--- src/rtl/serial_bit_copier.sv ---
// rtl/serial_bit_copier.sv - round-robin multi-channel copier moving one bit per cycle, LSB first
module serial_bit_copier #(
    parameter int WIDTH    = 4,
    parameter int CHANNELS = 2,
    localparam int CW      = (CHANNELS > 1) ? $clog2(CHANNELS) : 1,
    localparam int BW      = $clog2(WIDTH)
) (
    input  logic                      clk,
    input  logic                      rst,
    input  logic [CHANNELS-1:0]       req,
    input  logic [CHANNELS*WIDTH-1:0] data_in,
    output logic [CHANNELS-1:0]       ack,
    output logic [CHANNELS*WIDTH-1:0] data_out,
    output logic [CHANNELS-1:0]       done,
    output logic                      busy,
    output logic [CW-1:0]             active_ch,
    output logic [BW-1:0]             bit_idx
);

    typedef enum logic [1:0] {IDLE, COPY, DONE} state_t;

    state_t                      state_q, state_d;
    logic [CHANNELS-1:0]         ack_q, ack_d;
    logic [CHANNELS-1:0]         done_q, done_d;
    logic [CHANNELS*WIDTH-1:0]   data_out_q, data_out_d;
    logic [WIDTH-1:0]            snap_q, snap_d;
    logic [CW-1:0]               active_q, active_d;
    logic [BW-1:0]               bit_q, bit_d;
    logic [CW-1:0]               last_q, last_d;

    logic                        grant_found;
    logic [CW-1:0]               grant_ch;
    logic [CW-1:0]               cand;

    always_ff @(posedge clk) begin
        if (rst) begin
            state_q    <= IDLE;
            ack_q      <= '0;
            done_q     <= '0;
            data_out_q <= '0;
            snap_q     <= '0;
            active_q   <= '0;
            bit_q      <= '0;
            last_q     <= CW'(CHANNELS - 1);
        end else begin
            state_q    <= state_d;
            ack_q      <= ack_d;
            done_q     <= done_d;
            data_out_q <= data_out_d;
            snap_q     <= snap_d;
            active_q   <= active_d;
            bit_q      <= bit_d;
            last_q     <= last_d;
        end
    end

    // Round-robin search: first requester strictly after the last granted channel, wrapping.
    always_comb begin
        grant_found = 1'b0;
        grant_ch    = '0;
        cand        = '0;
        for (int i = 1; i <= CHANNELS; i++) begin
            cand = CW'((int'(last_q) + i) % CHANNELS);
            for (int k = 0; k < CHANNELS; k++) begin
                if (!grant_found && req[k] && (CW'(k) == cand)) begin
                    grant_found = 1'b1;
                    grant_ch    = cand;
                end
            end
        end
    end

    always_comb begin
        state_d    = state_q;
        ack_d      = '0;
        done_d     = '0;
        data_out_d = data_out_q;
        snap_d     = snap_q;
        active_d   = active_q;
        bit_d      = bit_q;
        last_d     = last_q;
        case (state_q)
            IDLE: begin
                if (grant_found) begin
                    for (int k = 0; k < CHANNELS; k++) begin
                        if (CW'(k) == grant_ch) begin
                            ack_d[k] = 1'b1;
                            snap_d   = data_in[k*WIDTH +: WIDTH];
                        end
                    end
                    active_d = grant_ch;
                    bit_d    = '0;
                    state_d  = COPY;
                end
            end
            COPY: begin
                // Only the addressed bit of the active slice is touched; all else holds.
                for (int k = 0; k < CHANNELS; k++) begin
                    for (int b = 0; b < WIDTH; b++) begin
                        if ((CW'(k) == active_q) && (BW'(b) == bit_q)) begin
                            data_out_d[k*WIDTH + b] = snap_q[b];
                        end
                    end
                end
                if (bit_q == BW'(WIDTH - 1)) begin
                    bit_d   = '0;
                    state_d = DONE;
                end else begin
                    bit_d = bit_q + BW'(1);
                end
            end
            DONE: begin
                for (int k = 0; k < CHANNELS; k++) begin
                    if (CW'(k) == active_q) begin
                        done_d[k] = 1'b1;
                    end
                end
                last_d   = active_q;
                active_d = '0;
                state_d  = IDLE;
            end
            default: begin
                state_d = IDLE;
            end
        endcase
    end

    assign ack       = ack_q;
    assign done      = done_q;
    assign data_out  = data_out_q;
    assign busy      = (state_q != IDLE);
    assign active_ch = active_q;
    assign bit_idx   = bit_q;

endmodule
--- config.mk ---
export PLATFORM = sky130hd
export DESIGN_NAME = serial_bit_copier
export DESIGN_NICKNAME = d
export VERILOG_FILES = /design/src/rtl/serial_bit_copier.sv
export SDC_FILE = /design/constraint.sdc
export NUM_CORES = 1
export LEC_CHECK = 0
export ABC_CLOCK_PERIOD_IN_PS = 1580
export CORE_ASPECT_RATIO = 0.5
export CORE_UTILIZATION = 35
export DETAILED_ROUTE_END_ITERATION = 6
export GPL_ROUTABILITY_DRIVEN = 0
export GPL_TIMING_DRIVEN = 0
export MAX_ROUTING_LAYER = met4
export PLACE_DENSITY = 0.67
export SYNTH_ARGS = -nofsm -noshare
export SYNTH_HDL_FRONTEND = slang
export SYNTH_SLANG_ARGS = --single-unit
--- constraint.sdc ---
create_clock -name clk -period 1.58 [get_ports clk]
set_input_delay 0.237 -clock clk [delete_from_list [all_inputs] [get_ports clk]]
set_output_delay 0.237 -clock clk [all_outputs]
set_load 0.02 [all_outputs]
==> results.json <==
{
  "vias_per_cell": 4.80,
  "grt_use_total": 0.157,
  "synth_top_area_frac": 0.430,
  "antenna_found_initial": 0,
  "final_hold_viol_count": 0,
  "netlist_area_mm2": 0.00102,
  "syn_inst": 97,
  "cts_root_buffer": "clkbuf_8",
  "drive_gt1_frac": 0.147,
  "relSlewSlack": 0.605,
  "hold_buffers": 0,
  "nets": 146,
  "min_period_ns": 1.52,
  "reg2reg_depth": 4,
  "reg2reg_setup_slack_ns": 0.29,
  "worstHoldPathCells": 2,
  "remaining_drc_errors": 0,
  "start_util": 0.381,
  "synth_seq_area_share": 0.430,
  "p_total_w": 0.00119,
  "status": "finished, final reports clean",
  "critical_path_buf_inv_count": 1,
  "area_growth_pct": 36.8,
  "rsz0062_at_grt": "false",
  "end_kind": "output port",
  "fmax_mhz": 658,
  "worstSetupPathType": "reg -> out",
  "worstMarginPinSlew_ns": 0.592,
  "power.density_mw_per_mm2": 850,
  "io_buffers": 27,
  "critical-path-top-delay-family": "buffers and inverters",
  "ioPinCount": 28,
  "die_height_um": 40.2,
  "ys_seq_elements": 22,
  "synthMuxAreaShare": 0.127,
  "core_area_mm2": 0.00268,
  "slowest_stage": "clkdlybuf4s50_1",
  "die_w_um": 78.5,
  "setup_viol": 0,
  "synth_area_leaders": "dfxtp_1, mux2i_1, a211oi_2",
  "pwr-share-seq": 0.500,
  "syn_area_per_cell_um2": 10.6,
  "grt-ovfl-total": 0,
  "clk_latency_ns": 0.26,
  "synthSimpleGateAreaFrac": 0.227,
  "synth-compound-area-share": 0.128,
  "synthAdderAreaFrac": 0.0489,
  "die_area_mm2": 0.00316,
  "cellInternalPower_w": 0.000894,
  "num_antenna_cells": 0,
  "first_global_vias": 705,
  "drt-total-wl_um": 2080,
  "cts.path.max_buffers": 2,
  "postRouteAntennaNets": 0,
  "drtIter0Drc": 50,
  "final_cell_mix": "clkdlybuf4s50_1, dfxtp_1, mux2i_1, nor2_1, a21oi_1",
  "cap_violations": 0,
  "drt_pre_antenna_iters": 4,
  "numCtsBuffers": 3,
  "startpoint_type": "flip-flop",
  "p_sw_w": 0.000296,
  "synth.distinct_cells": 25,
  "power_frac_clock": 0.336,
  "ys_warn_count": 0,
  "reg2reg_from": "bit_idx[0]",
  "p_leak_nw": 0.564,
  "detail_route.wl_per_cell_um": 12.6,
  "grt_pass1_wl_um": 3460,
  "worstPathMaxFanout": 5,
  "h-tree-depth": 1,
  "r2r_end": "data_out[3]",
  "grt_max_degree": 13,
  "netlist.top_cell.by_area": "dfxtp_1",
  "rows": 13,
  "slowest_delay_ns": 0.63,
  "period_share": 0.962,
  "peakVddDrop_uv": 448,
  "syn_nets": 113,
  "min-delay-start": "data_out[1]",
  "hold_end": "data_out[1]",
  "p_sw_frac": 0.249,
  "synth_top_family_by_area": "simple AND/OR/NAND/NOR gates",
  "clk_pin_slew_ns": 0.08,
  "synthXorXnorAreaFrac": 0,
  "cts_tree": "yes",
  "crit_required_ns": 1.34,
  "hpwl_um": 1560,
  "critPathArrivalTime_ns": 1.28,
  "final_common_cell": "clkdlybuf4s50_1",
  "num_vias": 797,
  "maxSlewViolCount": 0,
  "clock_skew_ns": 0.00193,
  "p_comb_frac": 0.164,
  "utilization": 0.522,
  "hold_path.class": "reg -> reg",
  "cts_num_sinks": 22,
  "path_cells": "clkdlybuf4s50_1"
}
[per-stage QoR]
| stage | std cells | hold WS (ns) | setup TNS, ns | cell area, um^2 | setup slack, ns |
|---|---|---|---|---|---|
| 3_3_place_gp | 161 | 0.477 | -0.00194 | 1340 | -0.00194 |
| 6_report | 166 | 0.501 | 0 | 1400 | 0.0597 |
| 5_1_grt | 166 | 0.545 | 0 | 1400 | 0.00587 |
| 2_1_floorplan | 97 | 0.313 | 0 | 1020 | 0.294 |
| 4_1_cts | 166 | 0.508 | 0 | 1400 | 0.00454 |
| 3_5_place_dp | 161 | 0.482 | -0.0149 | 1340 | -0.0149 |
[layout make-up]
class | instances | area, um^2
fill | 265 | 1280
multi-input combinational | 66 | 544
sequential | 22 | 440
timing repair buffer | 28 | 275
clock buffer | 4 | 55.1
tap | 37 | 46.3
buffer | 6 | 27.5
inverter | 3 | 11.3
[cell usage after synthesis]
cell,n
dfxtp_1,22
buf_2,4
buf_1,1
nand3_1,1
a21boi_4,1
clkbuf_1,1
a211oi_2,4
nor2_4,2
nor3b_1,2
or2_1,2
o211ai_1,3
nor2_1,9
nor3_1,2
or3_1,1
a21oi_1,8
nand2b_1,3
and4bb_1,4
nor3b_2,1
nand2_1,1
nand3b_1,1
ha_1,4
nand4b_1,4
inv_2,1
inv_1,2
mux2i_1,13
[state kept, by name, summed over array words and instances, names as in the netlist]
signal and flops:
data_out 8, snap_q 4, ack 2, bit_idx 2, done 2, state_q 2, active_ch 1, last_q 1
[logic make-up (layout without fill, tap and decap cells)]
family	Yosys count	in the layout
adder cells (fa/ha/maj)	4	4
buffers and inverters	9	41
flip-flops	22	22
AND/OR/NAND/NOR	33	33
AO/OA/AOI/OAI	16	16
multiplexers	13	13
[power groups by stage]
stage               Sequential [W]  Clock, W  Combinational, W
global placement          0.000608         0          0.000193
CTS                       0.000595  0.000416          0.000197
detailed placement        0.000609         0          0.000195
floorplan                 0.000616         0          0.000109
finish                    0.000594  0.000400          0.000195
global route              0.000599  0.000448          0.000216
[worst max-delay path by stage]
stage                    start           to  slack (ns)  cells after the start
floorplan           bit_idx[0]  data_out[0]        0.29                      5
global placement    state_q[0]         busy      -0.002                      4
detailed placement  state_q[0]         busy       -0.01                      4
CTS                 bit_idx[0]   bit_idx[0]       0.005                      1
global route        bit_idx[1]   bit_idx[1]       0.006                      1
finish              bit_idx[1]   bit_idx[1]        0.06                      1
[what timing repair did]
item	CTS	global route
resized for setup	1	3
setup buffers	1	0
pin swaps	1	0
gates cloned	0	0
setup endpoints to repair	1	2
[metal layers]
metal / vias up / routed length, um / GRT usage
met1: 371 / 1130 / 0.227
met5: - / 0 / -
met3: 0 / 101 / 0.0477
li1: 410 / - / -
met4: 0 / 0 / 0.0139
met2: 16 / 855 / 0.217
Note: power is estimated with default switching activity, not from simulation.
